[config.mk]
export PLATFORM = sky130hd
export DESIGN_NAME = handshake_interconnect
export DESIGN_NICKNAME = d
export VERILOG_FILES = /design/src/rtl/handshake_interconnect.sv
export SDC_FILE = /design/constraint.sdc
export NUM_CORES = 1
export LEC_CHECK = 0
export BUFFER_PORTS_ARGS = -buffer_cell sky130_fd_sc_hd__buf_2
export CORE_AREA = 2 2 363 365
export CTS_CLUSTER_SIZE = 10
export DETAILED_ROUTE_END_ITERATION = 8
export DIE_AREA = 0 0 365 367
export SYNTH_ARGS = -nofsm -noshare
export SYNTH_HDL_FRONTEND = slang
export SYNTH_SLANG_ARGS = --single-unit
[constraint.sdc]
create_clock -name clk -period 4.3 [get_ports clk]
set_clock_uncertainty 0.2 [all_clocks]
set_input_delay 0.645 -clock clk [delete_from_list [all_inputs] [get_ports clk]]
set_output_delay 0.645 -clock clk [all_outputs]
set_load 0.02 [all_outputs]
[src/rtl/handshake_interconnect.sv]
// ---------------------------------------------------------------------------
// handshake_interconnect
//
// Single-master, multi-slave memory-mapped interconnect. A master request is
// decoded against programmable address regions and forwarded to exactly one
// slave, which may take any number of cycles to acknowledge. A per-transaction
// timeout turns a silent slave into an error response; an address that hits
// no region is answered with an error without touching any slave.
//
// Handshake: the master presents req_m with we_m/addr_m/wd_m and holds them
// until it samples ready_m high on a rising edge; that edge accepts the
// request. req_s[sel] then stays high until the edge on which ack_s[sel] is
// sampled high (or the timeout expires). Exactly one cycle later-state,
// rvalid_m pulses for one cycle with rd_m/err_m valid; ready_m is low during
// that pulse, so the next request can be accepted on the following edge.
//
// Ports:
//   clk, rst            clock, asynchronous active-high reset
//   req_m, we_m         master request valid / write enable
//   addr_m, wd_m        master byte address / write data
//   ready_m             interconnect idle and able to accept a request
//   rvalid_m            one-cycle completion pulse
//   rd_m, err_m         read data / error flag, non-zero only with rvalid_m
//   region_base/end     per-region inclusive base / exclusive end (packed)
//   req_s, we_s         per-slave request / write enable
//   addr_s, wd_s        per-slave address / write data (packed)
//   ack_s, rd_s         per-slave acknowledge / read data (packed)
//   dbg_state           current FSM state (0 idle, 1 wait, 2 resp)
// ---------------------------------------------------------------------------
module handshake_interconnect #(
    parameter int WIDTH    = 32,
    parameter int REGIONS  = 5,
    parameter int TIMEOUT  = 16,
    parameter int REL_ADDR = 0
) (
    input  logic                     clk,
    input  logic                     rst,
    input  logic                     req_m,
    input  logic                     we_m,
    input  logic [WIDTH-1:0]         addr_m,
    input  logic [WIDTH-1:0]         wd_m,
    output logic                     ready_m,
    output logic                     rvalid_m,
    output logic [WIDTH-1:0]         rd_m,
    output logic                     err_m,
    input  logic [REGIONS*WIDTH-1:0] region_base,
    input  logic [REGIONS*WIDTH-1:0] region_end,
    output logic [REGIONS-1:0]       req_s,
    output logic [REGIONS-1:0]       we_s,
    output logic [REGIONS*WIDTH-1:0] addr_s,
    output logic [REGIONS*WIDTH-1:0] wd_s,
    input  logic [REGIONS-1:0]       ack_s,
    input  logic [REGIONS*WIDTH-1:0] rd_s,
    output logic [1:0]               dbg_state
);

    localparam int SW = (REGIONS > 1) ? $clog2(REGIONS) : 1;
    localparam int CW = $clog2(TIMEOUT);
    localparam logic [CW-1:0] CNT_LAST = CW'(TIMEOUT - 1);

    typedef enum logic [1:0] {
        S_IDLE = 2'd0,
        S_WAIT = 2'd1,
        S_RESP = 2'd2
    } state_t;

    state_t           state, state_n;
    logic [SW-1:0]    sel_r;
    logic             we_r;
    logic [WIDTH-1:0] addr_r;
    logic [WIDTH-1:0] wd_r;
    logic [CW-1:0]    cnt, cnt_n;
    logic [WIDTH-1:0] rd_r, rd_n;
    logic             err_r, err_n;
    logic             accept;

    // ------------------------------------------------------------------
    // Address decode. Scanning from the highest index down lets the lowest
    // matching region overwrite the others. A region with base >= end can
    // never satisfy base <= addr < end, so it is disabled implicitly.
    // ------------------------------------------------------------------
    logic             hit;
    logic [SW-1:0]    hit_idx;
    logic [WIDTH-1:0] hit_base;
    logic [WIDTH-1:0] addr_lat;

    always_comb begin
        hit      = 1'b0;
        hit_idx  = '0;
        hit_base = '0;
        for (int i = REGIONS - 1; i >= 0; i--) begin
            if (addr_m >= region_base[i*WIDTH +: WIDTH] &&
                addr_m <  region_end[i*WIDTH +: WIDTH]) begin
                hit      = 1'b1;
                hit_idx  = SW'(i);
                hit_base = region_base[i*WIDTH +: WIDTH];
            end
        end
    end

    assign addr_lat = (REL_ADDR != 0) ? (addr_m - hit_base) : addr_m;

    // Only the selected slave's acknowledge and read data are ever looked at.
    logic             ack_sel;
    logic [WIDTH-1:0] rd_sel;

    assign ack_sel = ack_s[sel_r];
    assign rd_sel  = rd_s[int'(sel_r)*WIDTH +: WIDTH];

    // ------------------------------------------------------------------
    // Next-state logic
    // ------------------------------------------------------------------
    always_comb begin
        state_n = state;
        cnt_n   = cnt;
        rd_n    = rd_r;
        err_n   = err_r;
        accept  = 1'b0;
        case (state)
            S_IDLE: begin
                if (req_m) begin
                    accept = 1'b1;
                    if (hit) begin
                        state_n = S_WAIT;
                        cnt_n   = '0;
                    end else begin
                        state_n = S_RESP;
                        rd_n    = '0;
                        err_n   = 1'b1;
                    end
                end
            end
            S_WAIT: begin
                // Acknowledge has priority over an expiring timeout.
                if (ack_sel) begin
                    state_n = S_RESP;
                    rd_n    = we_r ? '0 : rd_sel;
                    err_n   = 1'b0;
                end else if (cnt == CNT_LAST) begin
                    state_n = S_RESP;
                    rd_n    = '0;
                    err_n   = 1'b1;
                end else begin
                    cnt_n = cnt + 1'b1;
                end
            end
            S_RESP: begin
                state_n = S_IDLE;
            end
            default: begin
                state_n = S_IDLE;
            end
        endcase
    end

    // ------------------------------------------------------------------
    // State and datapath registers
    // ------------------------------------------------------------------
    always_ff @(posedge clk or posedge rst) begin
        if (rst) begin
            state  <= S_IDLE;
            sel_r  <= '0;
            we_r   <= 1'b0;
            addr_r <= '0;
            wd_r   <= '0;
            cnt    <= '0;
            rd_r   <= '0;
            err_r  <= 1'b0;
        end else begin
            state <= state_n;
            cnt   <= cnt_n;
            rd_r  <= rd_n;
            err_r <= err_n;
            if (accept) begin
                sel_r  <= hit_idx;
                we_r   <= we_m;
                addr_r <= addr_lat;
                wd_r   <= wd_m;
            end
        end
    end

    // ------------------------------------------------------------------
    // Outputs: decoded purely from state so reset clears them at once.
    // ------------------------------------------------------------------
    always_comb begin
        req_s  = '0;
        we_s   = '0;
        addr_s = '0;
        wd_s   = '0;
        if (state == S_WAIT) begin
            req_s[sel_r]                      = 1'b1;
            we_s[sel_r]                       = we_r;
            addr_s[int'(sel_r)*WIDTH +: WIDTH] = addr_r;
            wd_s[int'(sel_r)*WIDTH +: WIDTH]   = wd_r;
        end
    end

    assign ready_m   = (state == S_IDLE) && !rst;
    assign rvalid_m  = (state == S_RESP);
    assign rd_m      = rvalid_m ? rd_r : '0;
    assign err_m     = rvalid_m & err_r;
    assign dbg_state = state;

endmodule

==> results.json, run 1 <==
{
  "route.top_layer_used": "met5",
  "setup_viol": 0,
  "worst_pin_slew_ns": 0.828,
  "path_class": "flip-flop to output port",
  "synth_area_mm2": 0.0160,
  "clk_path_buf_depth": 2,
  "ctsResizeCount": 0,
  "dieWidth_um": 365,
  "crit_fanout": 33,
  "synth.largest_area_cell": "ha_1",
  "drc": 0,
  "synth_cell_types": 63,
  "fp.dieH_um": 367,
  "synthTopCellsByArea": "ha_1, dfrtp_1, and2_1",
  "syn_inst": 2116,
  "p_per_area_mw_per_mm2": 299,
  "rsz0062_at_grt": "no",
  "grt_max_degree": 67,
  "cts_setup_buffers": 0,
  "grt_usage": 0.140,
  "dr_wl_met2_mm": 46.0,
  "synth_fa_ha_area_frac": 0.251,
  "routed_wl_mm": 98.2,
  "end_kind": "output port",
  "fin_setup_tns_ns": 0,
  "grt_pass1_wl_mm": 132,
  "start_util": 0.123,
  "grt_pass1_vias": 18300,
  "drt-vias-per-instance": 3.91,
  "yosys_warnings": 0,
  "finalWorstPathRequiredPeriod_ns": 4.07,
  "finalHoldViolations": 0,
  "start_kind": "flip-flop",
  "fmax_ghz": 0.246,
  "clock_sinks": 107,
  "peakVddDrop_mv": 0.263,
  "antenna_found_initial": 42,
  "required_ns": 3.45,
  "area_delta_synth_final_pct": 47.2,
  "ys.flop_type": "dfrtp_1",
  "synth_compound_area_frac": 0.153,
  "clk_latency_ns": 0.40,
  "hold_buffers": 0,
  "slew_headroom": 0.448,
  "wl_per_cell_um": 20.3,
  "hold_path.class": "input pin to async pin",
  "synth_nets": 2990,
  "cts_tree": "yes",
  "ios": 920,
  "ant_nets": 0,
  "synthMuxAreaShare": 0.0457,
  "clkTransAtPathRegs_ns": 0.09,
  "dp_slack_ns": -0.308,
  "dr_wl_met3_mm": 6.63,
  "ys_ff_latch": 107,
  "arrival_ns": 3.22,
  "h-tree-depth": 3,
  "synth-async-reset-ratio": 1.00,
  "r2r_cells": 8,
  "detailed_place_hpwl_mm": 84.6,
  "status": "finished, final reports clean",
  "gp_congestion": 0.926,
  "num_vias": 18900,
  "rows": 133,
  "synth-edff-count": 0,
  "overflow": 0,
  "nets": 3922,
  "clockRootBuffer": "clkbuf_16",
  "finalWorstSetupSlack_ns": 0.233,
  "core_mm2": 0.130,
  "synth_top_family_by_area": "simple AND/OR/NAND/NOR gates",
  "port_buffers": 919,
  "dieArea_mm2": 0.134,
  "cts_buffers": 9,
  "ys_seq_area_frac": 0.167,
  "post_synth.cell_area_avg_um2": 7.56,
  "drt_iter0_markers": 1051,
  "reg2reg_slack_ns": 1.30,
  "yosysTopAreaCellShare": 0.251,
  "first_pass_iters": 5,
  "met1_length_mm": 42.8,
  "maxCapViolCount": 0,
  "finalPower_mw": 7.03,
  "finalMaxSlewViolations": 0,
  "p_leak_nw": 13.6,
  "yosys.area_share.simple": 0.286,
  "hold_ws_ns": 0.159,
  "yosys.area_share.xor_xnor": 0,
  "fin_crit_sh": 0.946,
  "drive_gt1_frac": 0.364
}
cell usage in the layout, fill, tap and decap left out, types with 5 or more instances in the layout:
cell type / n
clkbuf_16: 9
o21ai_0: 44
a21o_1: 33
inv_1: 325
nand2b_1: 9
nor3_1: 11
a211oi_1: 14
nand2_1: 288
mux4_2: 32
nand3_1: 39
a31oi_1: 5
and3_1: 7
and2_1: 359
o21ai_2: 30
buf_2: 919
nand4_1: 40
nor2_1: 74
o31ai_1: 7
a21oi_1: 143
a221oi_1: 6
nor4_1: 7
diode_2: 25
and4_1: 10
o211ai_1: 6
dfrtp_1: 105
buf_4: 78
o21a_1: 6
nor2b_1: 6
ha_1: 321
a22oi_1: 33
power by group:
group          total [mW]  switching (mW)  leakage (nW)  internal (mW)
Clock               0.895           0.487         0.138          0.408
Sequential           2.25           0.795          1.34           1.46
Combinational        3.89            2.38          12.1           1.51
Total                7.03            3.66          13.6           3.37
flip-flops by register name, summed over array words and instances, names as in the netlist:
name,count
addr_r,32
rd_r,32
wd_r,32
cnt,4
sel_r,3
dbg_state,2
err_r,1
we_r,1
cells by family after synthesis:
group           Yosys count
compound gates          371
fa+ha+maj               321
buf+inv                 406
flops                   107
mux                      33
simple gates            878
layer usage:
metal	vias up	GRT usage
met3	128	0.0317
li1	9026	-
met1	8942	0.176
met2	780	0.237
met5	-	0
met4	20	0.0426
through the flow:
| step | instance area (um2) | util | cells |
|---|---|---|---|
| after detailed placement | 23200 | 0.178 | 4792 |
| after floorplan | 16000 | - | 2116 |
| after CTS | 23500 | 0.180 | 4808 |
| final | 23600 | 0.181 | 4833 |
| after global routing | 23500 | 0.180 | 4815 |
| after global placement | 23200 | 0.178 | 4792 |
synth_stat cells (all sizes together) (3+ instances only):
cell / count
o211ai: 6
nor3: 12
nand2: 289
o21a: 6
dfrtp: 107
and3: 9
or2: 3
buf: 12
a2111oi: 10
mux4: 32
o31ai: 8
inv: 327
a21o: 33
ha: 321
nand4: 40
a211oi: 15
and2: 361
a31o: 3
nand2b: 11
a22oi: 33
a221oi: 6
o21ai: 78
o21bai: 3
a21oi: 144
clkbuf: 67
and4: 10
nand3: 39
nor2: 74
a31oi: 5
nor4: 11
nor3b: 4
nor2b: 7
cell type report:
cell class	instances	area, um2
antenna	25	62.6
fill	15000	107000
multi-input combinational	1603	11900
clock inverter	6	56.3
clock buffer	10	229
inverter	327	1230
timing repair buffer	1000	5250
sequential	107	2680
tap	1755	2200
final timing paths:
| check | from | endpoint |
|---|---|---|
| max | sel_r[0]$_DFFE_PP0P_ | wd_s[37] |
| min | rst | addr_r[29]$_DFFE_PP0P_ |
| max reg2reg | dbg_state[1]$_DFFE_PP0P_ | err_r$_DFFE_PP0P_ |
| min reg2reg | rd_r[9]$_DFFE_PP0P_ | rd_r[9]$_DFFE_PP0P_ |
| max in group asynchronous | rst | wd_r[24]$_DFFE_PP0P_ |
| min in group clk | wd_m[19] | wd_r[19]$_DFFE_PP0P_ |
worst max-delay path: stages (launching register included):
cell     delay (ns)
dfrtp_2        0.37
inv_1          0.19
ha_1           0.27
ha_1           0.31
and3_1         0.17
and3_2         0.38
nor3b_2        0.25
buf_4          0.40
and2_1         0.21
buf_2          0.17
Note: power is estimated with default switching activity, not from simulation.
==> run 2: changes to the inputs <==
BUFFER_PORTS_ARGS = -buffer_cell sky130_fd_sc_hd__buf_4   (was -buffer_cell sky130_fd_sc_hd__buf_2)
CAP_MARGIN = 10   (was unset)
SETUP_SLACK_MARGIN = 0.05   (was unset)
==> results.json, run 2 (synthesis gave the netlist of run 1 again) <==
{
  "clock_sinks": 107,
  "grt_usage": 0.140,
  "gp_congestion": 0.895,
  "dpl.cell_count": 4757,
  "num_vias": 18600,
  "seq_area_mm2": 0.00268,
  "routed_wl_mm": 98.4,
  "fin_setup_tns_ns": 0,
  "core_mm2": 0.130,
  "fin_crit_sh": 0.952,
  "fp.dieH_um": 367,
  "wl_per_cell_um": 20.5,
  "cp_num_buf_inv": 3,
  "rsz0062_at_grt": "no",
  "dieWidth_um": 365,
  "finalHoldViolations": 0,
  "path_class": "flip-flop to output port",
  "maxCapViolCount": 0,
  "fmax_ghz": 0.244,
  "cp_cell_sequence": "inv_1, ha_1, ha_1, nand3_1, nor4_2, buf_12, and2_1, buf_4",
  "first_pass_iters": 7,
  "rows": 133,
  "crit_fanout": 55,
  "ant_nets": 0,
  "cts_tree": "yes",
  "drt-vias-per-instance": 3.88,
  "crit_slowest_cell": "dfrtp_2",
  "clockRootBuffer": "clkbuf_16",
  "port_buffers": 919,
  "p_per_area_mw_per_mm2": 282,
  "grt_pass1_wl_mm": 132,
  "cts_buffers": 9,
  "cpLargestDelayFamily": "simple AND/OR/NAND/NOR gates",
  "required_ns": 3.45,
  "detailed_place_hpwl_mm": 83.3,
  "clk_path_buf_depth": 2,
  "worst_pin_slew_ns": 0.971,
  "multi_input_area_mm2": 0.0119,
  "end_kind": "output port",
  "drive_gt1_frac": 0.357,
  "peakVddDrop_mv": 0.204,
  "layout_commonest_cell": "buf_4",
  "overflow": 0,
  "drt_iter0_markers": 858,
  "status": "finished, final reports clean",
  "finalWorstPathRequiredPeriod_ns": 4.09,
  "ios": 920,
  "antenna_found_initial": 29,
  "start_util": 0.123,
  "start_kind": "flip-flop",
  "hold_path.class": "input pin to async pin",
  "clk_latency_ns": 0.40,
  "fin_cells": 4797,
  "cpPeakStageDelay_ns": 0.65,
  "finalMaxSlewViolations": 0,
  "drc": 0,
  "grt_pass1_vias": 18300,
  "dieArea_mm2": 0.134,
  "area_delta_synth_final_pct": 60.3,
  "h-tree-depth": 3,
  "worst_path_most_repeated_cell": "ha_1",
  "final_cell_mix": "buf_4, and2_1, inv_1, ha_1, nand2_1",
  "nFillCells": 14700,
  "slew_headroom": 0.347,
  "top_regs": "addr_r: 32 flops, rd_r: 32 flops, wd_r: 32 flops",
  "finalPower_mw": 7.24,
  "arrival_ns": 3.25,
  "setup_viol": 0,
  "nets": 3889,
  "grt_max_degree": 68,
  "p_leak_nw": 13.9,
  "clkTransAtPathRegs_ns": 0.08
}
==> run 2: layer usage <==
layer	GRT usage	up-vias	routed length, um
met5	0	-	110
met4	0.0667	18	4020
met3	0.0364	132	7410
met2	0.228	748	45700
met1	0.170	8773	41200
li1	-	8936	-
==> run 2: worst register-to-register path, delay by kind of cell, from the launching register on <==
family	cells	cell delay, ns
AND/OR/NAND/NOR	3	1.14
flip-flops	1	0.65
buffers and inverters	1	0.47
AO/OA/AOI/OAI	3	0.44
multiplexers	1	0.19
==> run 2: cell type report <==
cell class,count,area share
multi-input cells,1603,0.462
repair buffers,967,0.286
flip-flops and latches,107,0.105
well taps,1755,0.0856
inverters,327,0.0481
clock buffers,10,0.00893
clock inverters,6,0.00215
diodes,22,0.00215
==> run 2: power by group <==
part	leakage (nW)	total [mW]	switching, mW	internal, mW
sequential	1.34	2.34	0.881	1.46
combinational	12.4	4.00	2.30	1.70
clock	0.134	0.908	0.501	0.408
==> run 2: final timing paths <==
kind	from	end	slack (ns)	depth (start not counted)
worst max register to register	sel_r[1]$_DFFE_PP0P_	rd_r[17]$_DFFE_PP0P_	1.16	8
worst max-delay path	sel_r[1]$_DFFE_PP0P_	wd_s[91]	0.21	8
max in group asynchronous	rst	addr_r[13]$_DFFE_PP0P_	2.97	3
min in group clk	wd_m[19]	wd_r[19]$_DFFE_PP0P_	0.21	3
worst min register to register	rd_r[9]$_DFFE_PP0P_	rd_r[9]$_DFFE_PP0P_	0.32	2
worst min-delay path	rst	we_r$_DFFE_PP0P_	0.17	2
==> run 2: metrics by stage <==
step	setup WS (ns)	cell area, um2	util	hold WS [ns]
after global routing	0.124	25600	0.196	0.195
final	0.206	25600	0.197	0.174
after floorplan	0.638	16000	-	0.278
after global placement	-0.531	25300	0.194	0.295
after detailed placement	-0.504	25300	0.194	0.297
after CTS	0.0906	25600	0.196	0.167
==> run 2: repair_timing <==
| item | CTS | global route |
|---|---|---|
| pin swaps | 1 | 0 |
| gates resized for setup | 0 | 3 |
| hold buffers | 0 | 0 |
| buffers inserted | 2 | 0 |
| gates cloned | 0 | 0 |
| setup endpoints to repair | 32 | 65 |
